**src/rtl/riscmakers_dcache_mem_bridge_if.sv**
```systemverilog
// Channel bundles for the dcache-to-memory bridge: the dcache request/return
// side and the single-outstanding 64-bit memory bus side.

interface riscmakers_dcache_req_if #(
    parameter int LINE_WIDTH = 128,
    parameter int ADDR_WIDTH = 64,
    parameter int TID_WIDTH  = 2
);
    logic                  req_vld;
    logic                  req_ack;
    logic                  req_we;
    logic [2:0]            req_size;
    logic                  req_nc;
    logic [ADDR_WIDTH-1:0] req_paddr;
    logic [63:0]           req_wdata;
    logic [TID_WIDTH-1:0]  req_tid;
    logic                  abort;
    logic                  rtrn_vld;
    logic                  rtrn_store;
    logic [TID_WIDTH-1:0]  rtrn_tid;
    logic [LINE_WIDTH-1:0] rtrn_data;

    // master = dcache, slave = bridge
    modport master (
        output req_vld, req_we, req_size, req_nc, req_paddr, req_wdata, req_tid, abort,
        input  req_ack, rtrn_vld, rtrn_store, rtrn_tid, rtrn_data
    );
    modport slave (
        input  req_vld, req_we, req_size, req_nc, req_paddr, req_wdata, req_tid, abort,
        output req_ack, rtrn_vld, rtrn_store, rtrn_tid, rtrn_data
    );
endinterface

interface riscmakers_mem_bus_if #(
    parameter int ADDR_WIDTH = 64
);
    logic                  req;
    logic                  gnt;
    logic                  we;
    logic [7:0]            be;
    logic [ADDR_WIDTH-1:0] addr;
    logic [63:0]           wdata;
    logic                  rvalid;
    logic [63:0]           rdata;

    // master = bridge, slave = memory
    modport master (
        output req, we, be, addr, wdata,
        input  gnt, rvalid, rdata
    );
    modport slave (
        input  req, we, be, addr, wdata,
        output gnt, rvalid, rdata
    );
endinterface

```
**src/rtl/riscmakers_dcache_mem_bridge.sv**
```systemverilog
// Serves dcache memory requests over a single-outstanding 64-bit bus, splitting
// line fills into beats and returning one line-formatted packet per request.

module riscmakers_dcache_mem_bridge #(
    parameter int LINE_WIDTH = 128,
    parameter int ADDR_WIDTH = 64,
    parameter int TID_WIDTH  = 2
) (
    input  logic                    clk_i,
    input  logic                    rst_i,
    riscmakers_dcache_req_if.slave  dc,
    riscmakers_mem_bus_if.master    mem
);
    localparam int BEATS = LINE_WIDTH / 64;
    localparam int KW    = (BEATS > 1) ? $clog2(BEATS) : 1;
    localparam logic [ADDR_WIDTH-1:0] LINE_MASK = ~ADDR_WIDTH'((LINE_WIDTH / 8) - 1);

    typedef enum logic [1:0] {IDLE, ISSUE, WAIT_RSP, RETURN} state_e;

    state_e                state_q, state_d;
    logic                  we_q;
    logic [2:0]            size_q;
    logic                  nc_q;
    logic [ADDR_WIDTH-1:0] paddr_q;
    logic [63:0]           wdata_q;
    logic [TID_WIDTH-1:0]  tid_q;
    logic                  line_mode_q;
    logic [KW-1:0]         k_q;
    logic                  abort_q;
    logic [LINE_WIDTH-1:0] line_q;

    logic                  last_beat;
    logic [KW-1:0]         lane;
    logic [7:0]            be;
    logic [ADDR_WIDTH-1:0] beat_addr;

    assign last_beat = !line_mode_q || (k_q == KW'(BEATS - 1));
    // Single beats land in the lane their address selects within the line.
    assign lane      = line_mode_q ? k_q : ((BEATS > 1) ? paddr_q[3 +: KW] : '0);
    assign beat_addr = line_mode_q ? ((paddr_q & LINE_MASK) + ADDR_WIDTH'({k_q, 3'b000}))
                                   : paddr_q;

    always_ff @(posedge clk_i) begin
        // NOTE: sequential state uses non-blocking assignment so every register
        // samples pre-edge values regardless of statement order.
        if (rst_i) state_q <= IDLE;
        else       state_q <= state_d;
    end

    always_comb begin
        // NOTE: default first so no path through the case leaves state_d
        // unassigned, which would otherwise infer a latch.
        state_d = state_q;
        case (state_q)
            IDLE:     if (dc.req_vld) state_d = ISSUE;
            ISSUE:    if (mem.gnt)    state_d = WAIT_RSP;
            WAIT_RSP: if (mem.rvalid) state_d = last_beat ? RETURN : ISSUE;
            RETURN:   state_d = IDLE;
            default:  state_d = IDLE;
        endcase
    end

    always_comb begin
        be = 8'hFF;
        if (!line_mode_q) begin
            case (size_q)
                3'd0:    be = 8'h01 << paddr_q[2:0];
                3'd1:    be = 8'h03 << paddr_q[2:0];
                3'd2:    be = 8'h0F << paddr_q[2:0];
                default: be = 8'hFF;
            endcase
        end
    end

    // NOTE: the line buffer is plain flops (not a RAM), so it takes the reset
    // like any other register and is also cleared on every accepted request.
    always_ff @(posedge clk_i) begin
        if (rst_i) begin
            we_q        <= 1'b0;
            size_q      <= '0;
            nc_q        <= 1'b0;
            paddr_q     <= '0;
            wdata_q     <= '0;
            tid_q       <= '0;
            line_mode_q <= 1'b0;
            k_q         <= '0;
            abort_q     <= 1'b0;
            line_q      <= '0;
        end else begin
            case (state_q)
                IDLE: begin
                    if (dc.req_vld) begin
                        we_q        <= dc.req_we;
                        size_q      <= dc.req_size;
                        nc_q        <= dc.req_nc;
                        paddr_q     <= dc.req_paddr;
                        wdata_q     <= dc.req_wdata;
                        tid_q       <= dc.req_tid;
                        line_mode_q <= (dc.req_size == 3'd7) && !dc.req_nc && !dc.req_we;
                        k_q         <= '0;
                        abort_q     <= 1'b0;
                        line_q      <= '0;
                    end
                end
                WAIT_RSP: begin
                    if (mem.rvalid) begin
                        if (!we_q)      line_q[{lane, 6'b0} +: 64] <= mem.rdata;
                        if (!last_beat) k_q <= k_q + KW'(1);
                    end
                end
                default: ;
            endcase
            // Abort only silences the return; the bus beats still run out.
            if (state_q != IDLE && dc.abort && !we_q) abort_q <= 1'b1;
        end
    end

    assign dc.req_ack    = (state_q == IDLE) && dc.req_vld;
    assign dc.rtrn_vld   = (state_q == RETURN) && !abort_q;
    assign dc.rtrn_store = we_q;
    assign dc.rtrn_tid   = tid_q;
    assign dc.rtrn_data  = line_q;

    assign mem.req   = (state_q == ISSUE);
    assign mem.we    = (state_q == ISSUE) && we_q;
    assign mem.be    = (state_q == ISSUE) ? be        : '0;
    assign mem.addr  = (state_q == ISSUE) ? beat_addr : '0;
    assign mem.wdata = (state_q == ISSUE) ? wdata_q   : '0;

    // nc only shapes the beat count at accept time; kept for debug visibility.
    logic unused_nc;
    assign unused_nc = nc_q;
endmodule
```
**src/flat_wrapper.sv**
```systemverilog
// flat-port wrapper written by rule: the top's interface ports become plain ports
module riscmakers_dcache_mem_bridge_flat 
#(
    parameter int LINE_WIDTH = 128,
    parameter int ADDR_WIDTH = 64,
    parameter int TID_WIDTH  = 2
)
  (clk_i, rst_i, dc_req_vld, dc_req_we, dc_req_size, dc_req_nc, dc_req_paddr, dc_req_wdata, dc_req_tid, dc_abort, dc_req_ack, dc_rtrn_vld, dc_rtrn_store, dc_rtrn_tid, dc_rtrn_data, mem_req, mem_we, mem_be, mem_addr, mem_wdata, mem_gnt, mem_rvalid, mem_rdata);
  riscmakers_dcache_req_if #(.LINE_WIDTH(LINE_WIDTH), .ADDR_WIDTH(ADDR_WIDTH), .TID_WIDTH(TID_WIDTH)) dc_i ();
  riscmakers_mem_bus_if #(.ADDR_WIDTH(ADDR_WIDTH)) mem_i ();
  input  logic clk_i;
  input  logic rst_i;
  input wire logic [$bits(dc_i.req_vld)-1:0] dc_req_vld;
  input wire logic [$bits(dc_i.req_we)-1:0] dc_req_we;
  input wire logic [$bits(dc_i.req_size)-1:0] dc_req_size;
  input wire logic [$bits(dc_i.req_nc)-1:0] dc_req_nc;
  input wire logic [$bits(dc_i.req_paddr)-1:0] dc_req_paddr;
  input wire logic [$bits(dc_i.req_wdata)-1:0] dc_req_wdata;
  input wire logic [$bits(dc_i.req_tid)-1:0] dc_req_tid;
  input wire logic [$bits(dc_i.abort)-1:0] dc_abort;
  output wire logic [$bits(dc_i.req_ack)-1:0] dc_req_ack;
  output wire logic [$bits(dc_i.rtrn_vld)-1:0] dc_rtrn_vld;
  output wire logic [$bits(dc_i.rtrn_store)-1:0] dc_rtrn_store;
  output wire logic [$bits(dc_i.rtrn_tid)-1:0] dc_rtrn_tid;
  output wire logic [$bits(dc_i.rtrn_data)-1:0] dc_rtrn_data;
  output wire logic [$bits(mem_i.req)-1:0] mem_req;
  output wire logic [$bits(mem_i.we)-1:0] mem_we;
  output wire logic [$bits(mem_i.be)-1:0] mem_be;
  output wire logic [$bits(mem_i.addr)-1:0] mem_addr;
  output wire logic [$bits(mem_i.wdata)-1:0] mem_wdata;
  input wire logic [$bits(mem_i.gnt)-1:0] mem_gnt;
  input wire logic [$bits(mem_i.rvalid)-1:0] mem_rvalid;
  input wire logic [$bits(mem_i.rdata)-1:0] mem_rdata;
  assign dc_i.req_vld = dc_req_vld;
  assign dc_i.req_we = dc_req_we;
  assign dc_i.req_size = dc_req_size;
  assign dc_i.req_nc = dc_req_nc;
  assign dc_i.req_paddr = dc_req_paddr;
  assign dc_i.req_wdata = dc_req_wdata;
  assign dc_i.req_tid = dc_req_tid;
  assign dc_i.abort = dc_abort;
  assign dc_req_ack = dc_i.req_ack;
  assign dc_rtrn_vld = dc_i.rtrn_vld;
  assign dc_rtrn_store = dc_i.rtrn_store;
  assign dc_rtrn_tid = dc_i.rtrn_tid;
  assign dc_rtrn_data = dc_i.rtrn_data;
  assign mem_req = mem_i.req;
  assign mem_we = mem_i.we;
  assign mem_be = mem_i.be;
  assign mem_addr = mem_i.addr;
  assign mem_wdata = mem_i.wdata;
  assign mem_i.gnt = mem_gnt;
  assign mem_i.rvalid = mem_rvalid;
  assign mem_i.rdata = mem_rdata;
  riscmakers_dcache_mem_bridge #(.LINE_WIDTH(LINE_WIDTH), .ADDR_WIDTH(ADDR_WIDTH), .TID_WIDTH(TID_WIDTH)) u_core (.clk_i(clk_i), .rst_i(rst_i), .dc(dc_i), .mem(mem_i));
endmodule
```
**config.mk**
```make
export PLATFORM = sky130hd
export DESIGN_NAME = riscmakers_dcache_mem_bridge_flat
export DESIGN_NICKNAME = d
export VERILOG_FILES = /design/src/rtl/riscmakers_dcache_mem_bridge_if.sv /design/src/rtl/riscmakers_dcache_mem_bridge.sv /design/src/flat_wrapper.sv
export SDC_FILE = /design/constraint.sdc
export NUM_CORES = 1
export LEC_CHECK = 0
export BUFFER_PORTS_ARGS = -buffer_cell sky130_fd_sc_hd__buf_4
export CAP_MARGIN = 20
export CORE_AREA = 4 4 185 187
export DETAILED_ROUTE_END_ITERATION = 10
export DIE_AREA = 0 0 189 191
export MAX_ROUTING_LAYER = met4
export PLACE_DENSITY = 0.7
export SYNTH_ARGS = -nofsm -noshare
export SYNTH_HDL_FRONTEND = slang
export SYNTH_SLANG_ARGS = --single-unit
```
**constraint.sdc**
```tcl
create_clock -name clk_i -period 2.05 [get_ports clk_i]
set_input_delay 0.3075 -clock clk_i [delete_from_list [all_inputs] [get_ports clk_i]]
set_output_delay 0.3075 -clock clk_i [all_outputs]
set_load 0.03 [all_outputs]
```
Yosys cells after proc, flatten, opt, wreduce, memory -nomap -nowiden
Index checks and enable logic that the tools add are counted.
{"block": "op_classes", "addsub": 3, "eq_ne": 11, "shifts": 5, "muxes": 23, "n_reduce_logical": 24}
{"cell": "2-to-1 mux 128 bit", "count": 3}
{"cell": "case mux 128 bit (2 select lines)", "count": 1}
{"cell": "2-to-1 mux 64 bit", "count": 3}
{"cell": "bitwise mux 128 bit", "count": 1}
{"cell": "variable shift 64 x 9 -> 128 bit (first input constant)", "count": 1}
{"cell": "indexed part select 64 x 9 -> 128 bit", "count": 1}
{"cell": "adder 64 x 4 -> 64 bit", "count": 1}
{"cell": "case mux 8 bit (3 select lines)", "count": 1}
{"cell": "2-to-1 mux 8 bit", "count": 2}
{"cell": "negator 7 -> 9 bit", "count": 1}
{"cell": "2-to-1 mux 2 bit", "count": 4}
{"cell": "inequality test 2 bit (second input constant)", "count": 4}
{"cell": "case mux 2 bit (4 select lines)", "count": 1}
{"cell": "AND reduction 4 bit", "count": 2}
{"cell": "nonzero test 2 bit", "count": 4}
{"cell": "left shift 1 x 3 -> 8 bit (first input constant)", "count": 1}
{"cell": "left shift 2 x 3 -> 8 bit (first input constant)", "count": 1}
{"cell": "left shift 4 x 3 -> 8 bit (first input constant)", "count": 1}
{"cell": "logical AND 1 bit", "count": 7}
{"cell": "2-to-1 mux 1 bit", "count": 6}
{"cell": "zero test 1 bit", "count": 5}
{"cell": "equality test 2 bit (second input constant)", "count": 2}
{"cell": "AND reduction 2 bit", "count": 2}
{"cell": "equality test 3 x 1 -> 1 bit (second input constant)", "count": 1}
{"cell": "other kinds (10)", "count": 10}
{"block": "word_totals", "register_bits": 267, "input_bits": 205}

Logic depth before layout (Yosys ltp)
{"block": "depth", "ltp_word": 7, "depth_mapped": 7, "ltp_nobuf": 4}

Least setup slack after synthesis
No wires, ideal clock.
{"block": "synth_timing", "path_kind": "register to output", "from": "reg u_core.state_q[1]", "to": "out mem_be[5]", "t_arrival_ns": 1.721, "path_slack_ns": 0.021, "path_stages_with_launch": 6, "path_cell_list": "dfxtp_1 > nand2b_1 > inv_2 > clkbuf_1 > nand2_1 > o31ai_1"}
{"block": "synth_between", "elab_chain_len": 2}
{"item": "start: declaration", "line_no": "riscmakers_dcache_mem_bridge.sv:20", "source": "state_e state_q, state_d;"}
{"item": "start signal: assignment", "line_no": "riscmakers_dcache_mem_bridge.sv:47", "source": "else state_q <= state_d;"}
{"item": "equality test 2 x 1 -> 1 bit", "line_no": "riscmakers_dcache_mem_bridge.sv:126", "source": "assign mem.be = (state_q == ISSUE) ? be : '0;"}
{"item": "2-to-1 mux 8 bit", "line_no": "riscmakers_dcache_mem_bridge.sv:126"}
{"item": "end: declaration", "line_no": "flat_wrapper.sv:28", "source": "output wire logic [$bits(mem_i.be)-1:0] mem_be;"}
Every way passes these cells.

Worst setup path after layout
{"block": "layout_timing", "from": "reg u_core.state_q[1]", "to": "out mem_be[4]"}
Same word-level chain as after synthesis.

==> out/results.txt <==
The run finished, with violations left. The final reports fail on negative setup slack. The worst hold path belongs to the class in -> reg. Setup repair after global routing could not meet its margin everywhere. Kind of start point of the critical path: a register. The y dimension of the die came out at 191 microns. For this run, global-route usage on met2 was measured as 39.1%. The analysis attributes to net switching a power of 3700 uW.

In this run the critical register-to-register path is launched from u_core.state_q[1]. In this run, CTS created clock tree buffers numbering 30. The run gives 2195 as the final net count. The first global-routing pass estimated 66.1 mm of wire. The number of register bits inferred by synthesis is 267. The analysis attributes to cell leakage a power of 0.00802 uW.

Detailed-route via count: 12100. The gate family responsible for the most delay along the worst path was simple AND/OR/NAND/NOR gates. In this run, the number of DRC markers left after iteration 0 of detailed routing was 654. The final count of pins violating max slew is 0, and the maximum fanout encountered on the critical timing path is 4. The all-layer global routing usage was 22.9%; the worst slew slack as a fraction of its limit was 49.5%. After global routing the overflow that remains totals 0. After synthesis, the cell types taking the most area are sky130_fd_sc_hd__dfxtp_1 44%, sky130_fd_sc_hd__mux2i_1 11%, sky130_fd_sc_hd__nand2_1 8.5%, sky130_fd_sc_hd__nand2b_1 6.7%, sky130_fd_sc_hd__and2_1 6.4%. For the area of the die, the log shows 36100 sq um.

The area inside the core boundary is 32500 sq um, and the H-tree level count is 1. The final clock period utilization by the worst path was 104%. The logs give -0.0759 ns for the worst path setup slack after routing and 0 for the antenna diode count. Placed instance count: 2269. The tightest hold path in the finished design has a slack of 0.0233 ns.

The area added between synthesis and finish is 54.0%. The clock-pin transition on the worst setup and hold timing paths came out at 0.06 ns. The library cell used most frequently in the layout, excluding fill and tap cells, is sky130_fd_sc_hd__buf_4. The cell sitting at the root of the clock tree is a sky130_fd_sc_hd__clkbuf_16. Number of nets produced by synthesis: 1645. The initial antenna violation count was 0. The nature of the critical path endpoint was an output port. The per-cell via count in the routed design was 4.93; the filler-free cell count of the finished design was 2455.

The maximum clock rate is 470 MHz. Once detailed placement completed, the half-perimeter wirelength came to 28.4 mm. For this design the top-level I/O count stands at 476. The count of flip-flops with a built-in enable after synthesis came out at 0.

After detailed placement, the total cell area comes to 16100 sq um. STA puts the critical path data arrival time at 1.82 ns. The tools report the utilization of the core after routing as 57.6%. The run gives 0 as the final number of hold-violating endpoints. Yosys printed 0 warnings.

Launching instance or port of the critical path: u_core.state_q[1]. The tools report the largest net degree at the start of global routing as 137. In this run the core area contains 66 standard-cell rows. The global routing's busiest layer was met2. The die is 189 microns wide.

The logs give 0 for the DRC violation count after routing and 606 uV for the worst supply voltage drop on vdd. Summed over all instances, the cell type with the most area after synthesis is sky130_fd_sc_hd__dfxtp_1. For this design, the slowest cell found on the critical path is sky130_fd_sc_hd__dfxtp_4. The clock reaches the later pin of the worst-skew pair after 0.55 ns. The final count of negative-setup-slack endpoints is 4, and the count of buffer and inverter cells on the critical path is 2.

Routability-driven placement finished with a final weighted congestion of 0.903. For this configuration, the core starts out at a cell density of 37.4%. The register share of total power was 39.9%; the mean instance size in the synthesized netlist was 8.42 sq um.

Walking the worst path, the cells encountered are nand2b_4, buf_8, or3_1, o22ai_1, buf_4. The stage delay of the slowest cell on the critical path is 0.34 ns. Combinational cells account for 18.6% of the total power.

Portion of synthesized cell area occupied by the leading cell type: 44.1%. For the global-route track usage on met1, the log shows 26.5%. Sequential cells were found to cover 44.1% of the synthesized design area. The detail route stage leaves a number of antenna-violating nets equal to 0. For the pin with the worst max-slew slack, the measured transition is 0.757 ns.

Buffers placed on the I/O ports in this run total 475. The max-capacitance violation count was 0; the met3 demand-to-capacity share in global routing was 3.83%. The clock passes through at most 3 buffers.

In the synthesized netlist the dominant register cell turns out to be sky130_fd_sc_hd__dfxtp_1. Number of detailed-routing iterations run before antenna repair: 4. The share of synthesized flip-flops with an asynchronous set or reset is 0%, and the share of layout cells above drive strength 1 is 30.9%. The clock arrives with 0.00970 ns of skew. For the worst setup path, the data required time is 1.74 ns.

Power spread over the standard cell area amounts to 741 nW/um^2. The worst hold path begins at dc_req_wdata[61]. The final instance area is 18700 sq um. Fill cells in the final layout number 2836. TritonCTS built the clock tree.

The routed wire length is 42.7 mm, and the mapped cell area is 12100 sq um. The post-synthesis cell type count came out at 39. Leaving out fill and tap cells, the most frequent cells in the layout are 495 x sky130_fd_sc_hd__buf_4, 275 x sky130_fd_sc_hd__nand2_1, 258 x sky130_fd_sc_hd__dfxtp_1, 139 x sky130_fd_sc_hd__a21oi_1.

The share of total power consumed by net switching is 26.7%, and the TritonCTS sink count is 267. The worst setup path is of the reg -> out kind. The clock network accounts for 41.5% of the total power.

The clock period minus worst slack was 2.13 ns. Cell internal power was estimated by the tool at 10100 uW. The tools report the number of global-route vias before repair as 12300.

The wire length per cell after detailed routing was 17.4 microns; the post-synthesis cell count was 1440.
-- kinds of logic after synthesis --
group / share of synthesized area, %
DFF: 44.1
and+or+nand+nor: 31.5
xor gates and xnor gates: 0.0722
AOI/OAI and AO/OA: 6.96
muxes: 10.9
buffers and inverters: 6.48
-- worst reg2reg max path, stage by stage (launching register included) --
cell	delay, ns
sky130_fd_sc_hd__dfxtp_4	0.34
sky130_fd_sc_hd__buf_4	0.13
sky130_fd_sc_hd__or3b_4	0.46
sky130_fd_sc_hd__inv_8	0.09
sky130_fd_sc_hd__buf_4	0.25
sky130_fd_sc_hd__buf_4	0.32
sky130_fd_sc_hd__nand2_1	0.12
sky130_fd_sc_hd__a21oi_1	0.16
-- metrics by stage --
step,setup slack (ns),TNS [ns],total power [uW]
after floorplan,0.0214,0,7050
after global placement,0.277,0,7850
after detailed placement,0.223,0,7880
after CTS,-0.113,-1.52,13900
after global routing,-0.140,-4.50,14400
final,-0.0759,-0.162,13800
-- registers in the layout (all words and copies together), names as in the netlist --
register / cells
u_core.k_q: 1
u_core.line_mode_q: 1
u_core.paddr_q: 64
u_core.dc.rtrn_store: 1
u_core.dc.rtrn_data: 128
u_core.dc.rtrn_tid: 2
u_core.wdata_q: 64
u_core.abort_q: 1
u_core.size_q: 3
u_core.state_q: 2
-- routing by layer --
| metal | share of wire (%) | vias to the layer above |
|---|---|---|
| li1 | - | 5818 |
| met1 | 39 | 5727 |
| met2 | 50 | 417 |
| met3 | 5.4 | 142 |
| met4 | 5.4 | 0 |
| met5 | 0 | - |
-- cells in the mapped netlist (all sizes together) (4+ instances only) --
library cell  number
dfxtp            267
clkbuf            69
a22oi              4
nor2               7
nand2b           129
inv                6
nand3            129
buf               60
mux2i            130
a21oi            141
nand2            275
nor2b             66
and2             124
-- final timing paths --
| check | endpoint | slack [ns] | cells past startpoint |
|---|---|---|---|
| setup reg to reg | u_core.paddr_q[46] | 0.10 | 7 |
| hold reg to reg | u_core.paddr_q[26] | 0.45 | 2 |
| hold / removal | u_core.wdata_q[61] | 0.02 | 3 |
| setup / recovery | mem_be[4] | -0.08 | 5 |
-- layout make-up --
| type | instances | area [sq um] | area share, % |
|---|---|---|---|
| multi-input combinational | 1038 | 6130 | 32.8 |
| timing repair buffer | 647 | 5530 | 29.6 |
| clock inverter | 9 | 120 | 0.643 |
| inverter | 6 | 40.0 | 0.214 |
| clock buffer | 46 | 952 | 5.10 |
| sequential | 267 | 5370 | 28.7 |
| tap | 442 | 553 | 2.96 |
-- power groups by stage --
stage / sequential, uW / combinational [uW] / clock [uW]
finish: 5530 / 2570 / 5750
floorplan: 5630 / 1420 / 0
detailed placement: 5640 / 2250 / 0
CTS: 5520 / 2520 / 5870
global route: 5550 / 2750 / 6090
global placement: 5630 / 2230 / 0
-- repair_timing --
item / CTS / global route
resized for setup: 40 / 12
endpoints found under the setup margin: 138 / 128
hold buffers: 115 / 0
pin swaps: 10 / 5
buffers inserted: 10 / 4
cloned: 1 / 1
endpoints found under the hold margin: 115 / 0
Note: power is estimated with default switching activity, not from simulation.
